### src/rtl/alu_ctrl_pkg.sv
// alu_ctrl_pkg
//   Shared constants for the EX-stage ALU control producer and the ALU itself:
//   main-decoder ALUOp codes, R-type funct codes, 4-bit ALU control codes and
//   the sequencer state encoding.
package alu_ctrl_pkg;

  // Main-decoder ALUOp codes (5..7 are illegal)
  localparam logic [2:0] ALUOP_MEM   = 3'd0;
  localparam logic [2:0] ALUOP_BEQ   = 3'd1;
  localparam logic [2:0] ALUOP_RTYPE = 3'd2;
  localparam logic [2:0] ALUOP_ADDI  = 3'd3;
  localparam logic [2:0] ALUOP_SLTI  = 3'd4;

  // R-type funct field values
  localparam logic [5:0] F_ADD  = 6'h20;
  localparam logic [5:0] F_SUB  = 6'h22;
  localparam logic [5:0] F_AND  = 6'h24;
  localparam logic [5:0] F_OR   = 6'h25;
  localparam logic [5:0] F_SLT  = 6'h2A;
  localparam logic [5:0] F_NOR  = 6'h27;
  localparam logic [5:0] F_MULT = 6'h18;

  // ALU control codes
  localparam logic [3:0] C_AND  = 4'd0;
  localparam logic [3:0] C_OR   = 4'd1;
  localparam logic [3:0] C_ADD  = 4'd2;
  localparam logic [3:0] C_MUL  = 4'd3;
  localparam logic [3:0] C_SLTI = 4'd5;
  localparam logic [3:0] C_SUB  = 4'd6;
  localparam logic [3:0] C_SLT  = 4'd7;
  localparam logic [3:0] C_ADDI = 4'd8;
  localparam logic [3:0] C_NOR  = 4'd12;
  localparam logic [3:0] C_NONE = 4'd15;

  // Sequencer states
  typedef enum logic [1:0] {
    ST_IDLE  = 2'd0,
    ST_MWAIT = 2'd1,
    ST_VALID = 2'd2
  } state_t;

endpackage

### src/rtl/alu_ctrl_decode.sv
// alu_ctrl_decode
//   Purely combinational ALU control decoder.
//   Ports:
//     aluop   in  3  main-decoder ALUOp
//     funct   in  6  R-type funct field (used only for ALUOP_RTYPE)
//     ctrl    out 4  ALU control code (C_NONE when undecodable)
//     illegal out 1  op is undecodable
//     is_mult out 1  op is the multicycle multiply
module alu_ctrl_decode
  import alu_ctrl_pkg::*;
(
  input  logic [2:0] aluop,
  input  logic [5:0] funct,
  output logic [3:0] ctrl,
  output logic       illegal,
  output logic       is_mult
);

  always_comb begin
    ctrl    = C_NONE;
    illegal = 1'b1;
    is_mult = 1'b0;
    case (aluop)
      ALUOP_MEM:  begin ctrl = C_ADD;  illegal = 1'b0; end
      ALUOP_BEQ:  begin ctrl = C_SUB;  illegal = 1'b0; end
      ALUOP_ADDI: begin ctrl = C_ADDI; illegal = 1'b0; end
      ALUOP_SLTI: begin ctrl = C_SLTI; illegal = 1'b0; end
      ALUOP_RTYPE: begin
        case (funct)
          F_ADD:  begin ctrl = C_ADD; illegal = 1'b0; end
          F_SUB:  begin ctrl = C_SUB; illegal = 1'b0; end
          F_AND:  begin ctrl = C_AND; illegal = 1'b0; end
          F_OR:   begin ctrl = C_OR;  illegal = 1'b0; end
          F_SLT:  begin ctrl = C_SLT; illegal = 1'b0; end
          F_NOR:  begin ctrl = C_NOR; illegal = 1'b0; end
          F_MULT: begin ctrl = C_MUL; illegal = 1'b0; is_mult = 1'b1; end
          default: begin ctrl = C_NONE; illegal = 1'b1; end
        endcase
      end
      default: begin ctrl = C_NONE; illegal = 1'b1; end
    endcase
  end

endmodule

### src/rtl/alu_ctrl_seq.sv
// alu_ctrl_seq
//   EX-stage producer of the ALU control code. Decodes ALUOp/funct, registers
//   the control code behind a valid/ready handshake, and for MULT holds the
//   code for MULT_LAT extra cycles before raising out_valid_o.
//   Ports:
//     clk_i        in  1  clock
//     rst_i        in  1  synchronous active-high reset
//     flush_i      in  1  synchronous flush, discards any in-flight op
//     in_valid_i   in  1  aluop_i/funct_i valid
//     in_ready_o   out 1  op accepted this cycle when in_valid_i is high
//     aluop_i      in  3  main-decoder ALUOp
//     funct_i      in  6  R-type funct field
//     ctrl_o       out 4  registered ALU control code
//     illegal_o    out 1  op was undecodable (qualified by out_valid_o)
//     out_valid_o  out 1  ctrl_o/illegal_o valid
//     out_ready_i  in  1  downstream consumes the op
module alu_ctrl_seq
  import alu_ctrl_pkg::*;
#(
  parameter int unsigned MULT_LAT = 2
) (
  input  logic       clk_i,
  input  logic       rst_i,
  input  logic       flush_i,
  input  logic       in_valid_i,
  output logic       in_ready_o,
  input  logic [2:0] aluop_i,
  input  logic [5:0] funct_i,
  output logic [3:0] ctrl_o,
  output logic       illegal_o,
  output logic       out_valid_o,
  input  logic       out_ready_i
);

  localparam logic [3:0] LAT4 = 4'(MULT_LAT);

  logic [3:0] dec_ctrl;
  logic       dec_illegal;
  logic       dec_is_mult;
  logic       accept;

  state_t     state_p1;
  logic [3:0] ctrl_p1;
  logic       ill_p1;
  logic       vld_p1;
  logic [3:0] cnt_p1;

  // Stage p0: combinational decode and handshake
  alu_ctrl_decode u_decode (
    .aluop   (aluop_i),
    .funct   (funct_i),
    .ctrl    (dec_ctrl),
    .illegal (dec_illegal),
    .is_mult (dec_is_mult)
  );

  assign in_ready_o = !flush_i &&
                      ((state_p1 == ST_IDLE) || ((state_p1 == ST_VALID) && out_ready_i));
  assign accept     = in_valid_i && in_ready_o;

  // Stage p1: registered control code, valid and multiply hold counter
  always_ff @(posedge clk_i) begin
    if (rst_i) begin
      state_p1 <= ST_IDLE;
      ctrl_p1  <= C_NONE;
      ill_p1   <= 1'b0;
      vld_p1   <= 1'b0;
      cnt_p1   <= 4'd0;
    end else if (flush_i) begin
      state_p1 <= ST_IDLE;
      vld_p1   <= 1'b0;
      cnt_p1   <= 4'd0;
    end else begin
      case (state_p1)
        ST_IDLE, ST_VALID: begin
          if (accept) begin
            ctrl_p1 <= dec_ctrl;
            ill_p1  <= dec_illegal;
            if (dec_is_mult && (MULT_LAT != 0)) begin
              state_p1 <= ST_MWAIT;
              cnt_p1   <= LAT4;
              vld_p1   <= 1'b0;
            end else begin
              state_p1 <= ST_VALID;
              vld_p1   <= 1'b1;
            end
          end else if ((state_p1 == ST_VALID) && out_ready_i) begin
            state_p1 <= ST_IDLE;
            vld_p1   <= 1'b0;
          end
        end
        ST_MWAIT: begin
          cnt_p1 <= cnt_p1 - 4'd1;
          if (cnt_p1 == 4'd1) begin
            state_p1 <= ST_VALID;
            vld_p1   <= 1'b1;
          end
        end
        default: begin
          state_p1 <= ST_IDLE;
          vld_p1   <= 1'b0;
          cnt_p1   <= 4'd0;
        end
      endcase
    end
  end

  assign ctrl_o      = ctrl_p1;
  assign illegal_o   = ill_p1;
  assign out_valid_o = vld_p1;

endmodule

### config.mk
export PLATFORM = sky130hd
export DESIGN_NAME = alu_ctrl_seq
export DESIGN_NICKNAME = d
export VERILOG_FILES = /design/src/rtl/alu_ctrl_pkg.sv /design/src/rtl/alu_ctrl_decode.sv /design/src/rtl/alu_ctrl_seq.sv
export SDC_FILE = /design/constraint.sdc
export NUM_CORES = 1
export LEC_CHECK = 0
export ABC_AREA = 1
export BUFFER_PORTS_ARGS = -buffer_cell sky130_fd_sc_hd__buf_4
export CAP_MARGIN = 20
export CORE_MARGIN = 2
export CORE_UTILIZATION = 54
export DETAILED_ROUTE_END_ITERATION = 7
export PLACE_DENSITY = 0.88
export SLEW_MARGIN = 20
export SYNTH_ARGS = -nofsm -noshare
export SYNTH_HDL_FRONTEND = slang
export SYNTH_HIERARCHICAL = 1
export SYNTH_SLANG_ARGS = --single-unit
### constraint.sdc
create_clock -name clk_i -period 3.4 [get_ports clk_i]
set_input_delay 0.68 -clock clk_i [delete_from_list [all_inputs] [get_ports clk_i]]
set_output_delay 0.68 -clock clk_i [all_outputs]
set_load 0.03 [all_outputs]
==> out/metrics.yaml <==
worst_setup_path:
  crit_buf_inv: 2
  startpoint_type: "primary input"
  startpoint: "flush_i"
  path_common_cell: "buf_4"
  cp.required_ns: 2.72
  path_max_fanout: 6
  end_kind: "output pin"
  critical-path-slowest-cell: "and2_4"
  critPathKind: "in2out"
  cp.arrival_ns: 1.27
  reg2reg_from: "cnt_p1[0]"
  critPathMaxStageDelay_ns: 0.19
  critPathTopFamily: "simple AND/OR/NAND/NOR gates"
  crit_chain: "buf_4, nor2_4, and2_4, buf_4"
cts:
  htreeDepth: 1
  cts_tree: "yes"
  clock-sinks: 11
  cts_buffers: 3
  clk_latency_ns: 0.27
  postCtsHoldBufs: 0
  clock_tree.buffer_depth: 2
  cts_resized: 0
  postCtsSetupRepairBufs: 0
  cts.clk_slew.worst_paths_ns: 0.07
  cts_root_buffer: "clkbuf_4"
global_route:
  grt_max_degree: 8
  grt_usage: 0.236
  antenna_found_initial: 0
  grt_pass1_wl_mm: 3.35
  grt_pass1_vias: 844
  grt_overflow_total: 0
synth:
  syn_area_um2: 793
  synth_cell_types: 23
  synth_top_area_frac: 0.278
  ys_warn_count: 6
  synth-edff-count: 0
  synth_cells: 122
  async_flop_share: 0
  synth-seq-cells: 11
  ys_seq_area_frac: 0.278
  synth_ff_type: "dfxtp_1"
  synthTopCellsByCount: "26 x nand2_1, 26 x nand3_1, 13 x inv_1, 13 x nor2_1, 11 x dfxtp_1"
  syn_area_per_cell_um2: 6.50
  synth_area_leaders: "dfxtp_1 28%, nand3_1 16%, nand2_1 12%"
  syn-num-nets: 138
  yosysTopAreaCell: "dfxtp_1"
run:
  maxCapViolCount: 0
detailed_routing:
  wl_mm: 1.82
  first_pass_iters: 4
  dr_total_vias: 881
  detail-route-antenna-nets: 0
  via_per_inst: 5.51
  drtIter0Drc: 16
  remaining_drc_errors: 0
  wl_per_cell_um: 11.4
sta:
  fin_tns_setup_ns: 0
  period_needed_ns: 1.95
  finalHoldViolCount: 0
  final_max_slew_viol_count: 0
  setup_violations: 0
  max_clock_freq_mhz: 513
  worst_pin_slew_ns: 0.347
  rsz0062_at_grt: "false"
  slew_headroom: 0.766
  finClkSkew_ns: 0.00213
  period_share: 0.574
die:
  die-width_um: 42.3
  initial_core_util: 0.595
  io_pins: 21
  design.die.area_um2: 1790
  die_h_um: 42.3
  placementRows: 13
  core_um2: 1330
power_and_ir_drop:
  report.power.total_uw: 297
  ir_drop_v: 0.000224
  p_leak_uw: 0.000486
  power.density_nw_per_um2: 304
hold_path:
  holdCritPathClass: "reg2reg"
  hp-start: "ctrl_o[2]"
finish:
  diodes: 0
  drive_above_1_share: 0.276
  syn2layout_area_growth_pct: 23.2
  fillers: 104
  nets: 162
place:
  hpwl_mm: 1.47
  place_congestion: 0.855
  port_buffers: 20
run_status:
  run_status: "finished clean"
-- cells in the final DEF, fill, tap and decap left out --
master | netlist | layout
dfxtp_1 | 11 | 11
nand3_2 | 3 | 3
a21oi_2 | 1 | 1
a21oi_1 | 6 | 6
nor2_2 | 1 | 1
nor3_1 | 2 | 2
nor2_4 | 2 | 2
ha_1 | 2 | 2
or2_2 | 2 | 2
xor2_1 | 1 | 1
nand4_2 | 1 | 1
and2_4 | 1 | 1
o31ai_1 | 1 | 1
nand2_2 | 1 | 1
o21ai_0 | 2 | 2
inv_1 | 13 | 13
nand4_1 | 1 | 1
clkbuf_1 | 0 | 1
clkbuf_4 | 0 | 3
nand2_1 | 26 | 26
nand3_1 | 26 | 26
inv_2 | 4 | 4
buf_4 | 0 | 20
nor3_4 | 1 | 1
nor2_1 | 13 | 13
-- sequential cells by signal, indices dropped and copies added, names as in the netlist --
register and flops:
ctrl_o 4, cnt_p1 4, state_p1 2, illegal_o 1
-- final timing paths --
check	slack, ns	depth (start not counted)	end
hold reg to reg	0.48	2	ctrl_o[2]
setup / recovery	1.45	4	in_ready_o
setup reg to reg	2.19	5	cnt_p1[1]
hold / removal	0.48	2	ctrl_o[2]
-- where the power goes --
part	internal, uW	switching (uW)	leakage [uW]
logic	28.6	41.9	0.000381
registers	133	2.55	0.0000897
clock network	45.3	45.3	0.0000150
total	207	89.7	0.000486
-- metrics by stage --
stage	instances	hold WS (ns)	worst slack [ns]	utilization	cell area [um^2]
finish	160	0.480	1.45	0.733	977
global route	160	0.504	1.42	0.733	977
CTS	160	0.486	1.45	0.733	977
detailed placement	156	0.457	1.45	0.713	951
global placement	156	0.458	1.46	0.713	951
floorplan	122	0.458	1.63	-	793
-- tightest hold or removal path, cell delays in order (launching register included) --
cell     delay, ns
dfxtp_1       0.33
nand2_1       0.05
nand3_1       0.07
-- logic make-up (layout without fill, tap and decap cells) --
family / after synthesis / after routing / share of synthesized area
flops: 11 / 11 / 0.278
simple gates: 80 / 80 / 0.514
compound gates: 10 / 10 / 0.0710
buf+inv: 18 / 41 / 0.0946
xor+xnor: 1 / 1 / 0.0110
fa+ha+maj: 2 / 2 / 0.0315
-- layout make-up --
| class | instances | area [um^2] | area share |
|---|---|---|---|
| multi-input cells | 93 | 498 | 0.510 |
| flip-flops and latches | 11 | 220 | 0.225 |
| repair buffers | 20 | 150 | 0.154 |
| inverters | 17 | 63.8 | 0.0653 |
| clock buffers | 4 | 26.3 | 0.0269 |
| well taps | 15 | 18.8 | 0.0192 |
-- per-layer routing --
| layer | wire [um] | up-vias | GRT usage |
|---|---|---|---|
| met4 | 36 | 0 | 0.113 |
| met5 | 0 | - | 0 |
| met2 | 904 | 34 | 0.388 |
| met1 | 789 | 394 | 0.304 |
| met3 | 90 | 8 | 0.0259 |
| li1 | - | 445 | - |
Note: power is estimated with default switching activity, not from simulation.
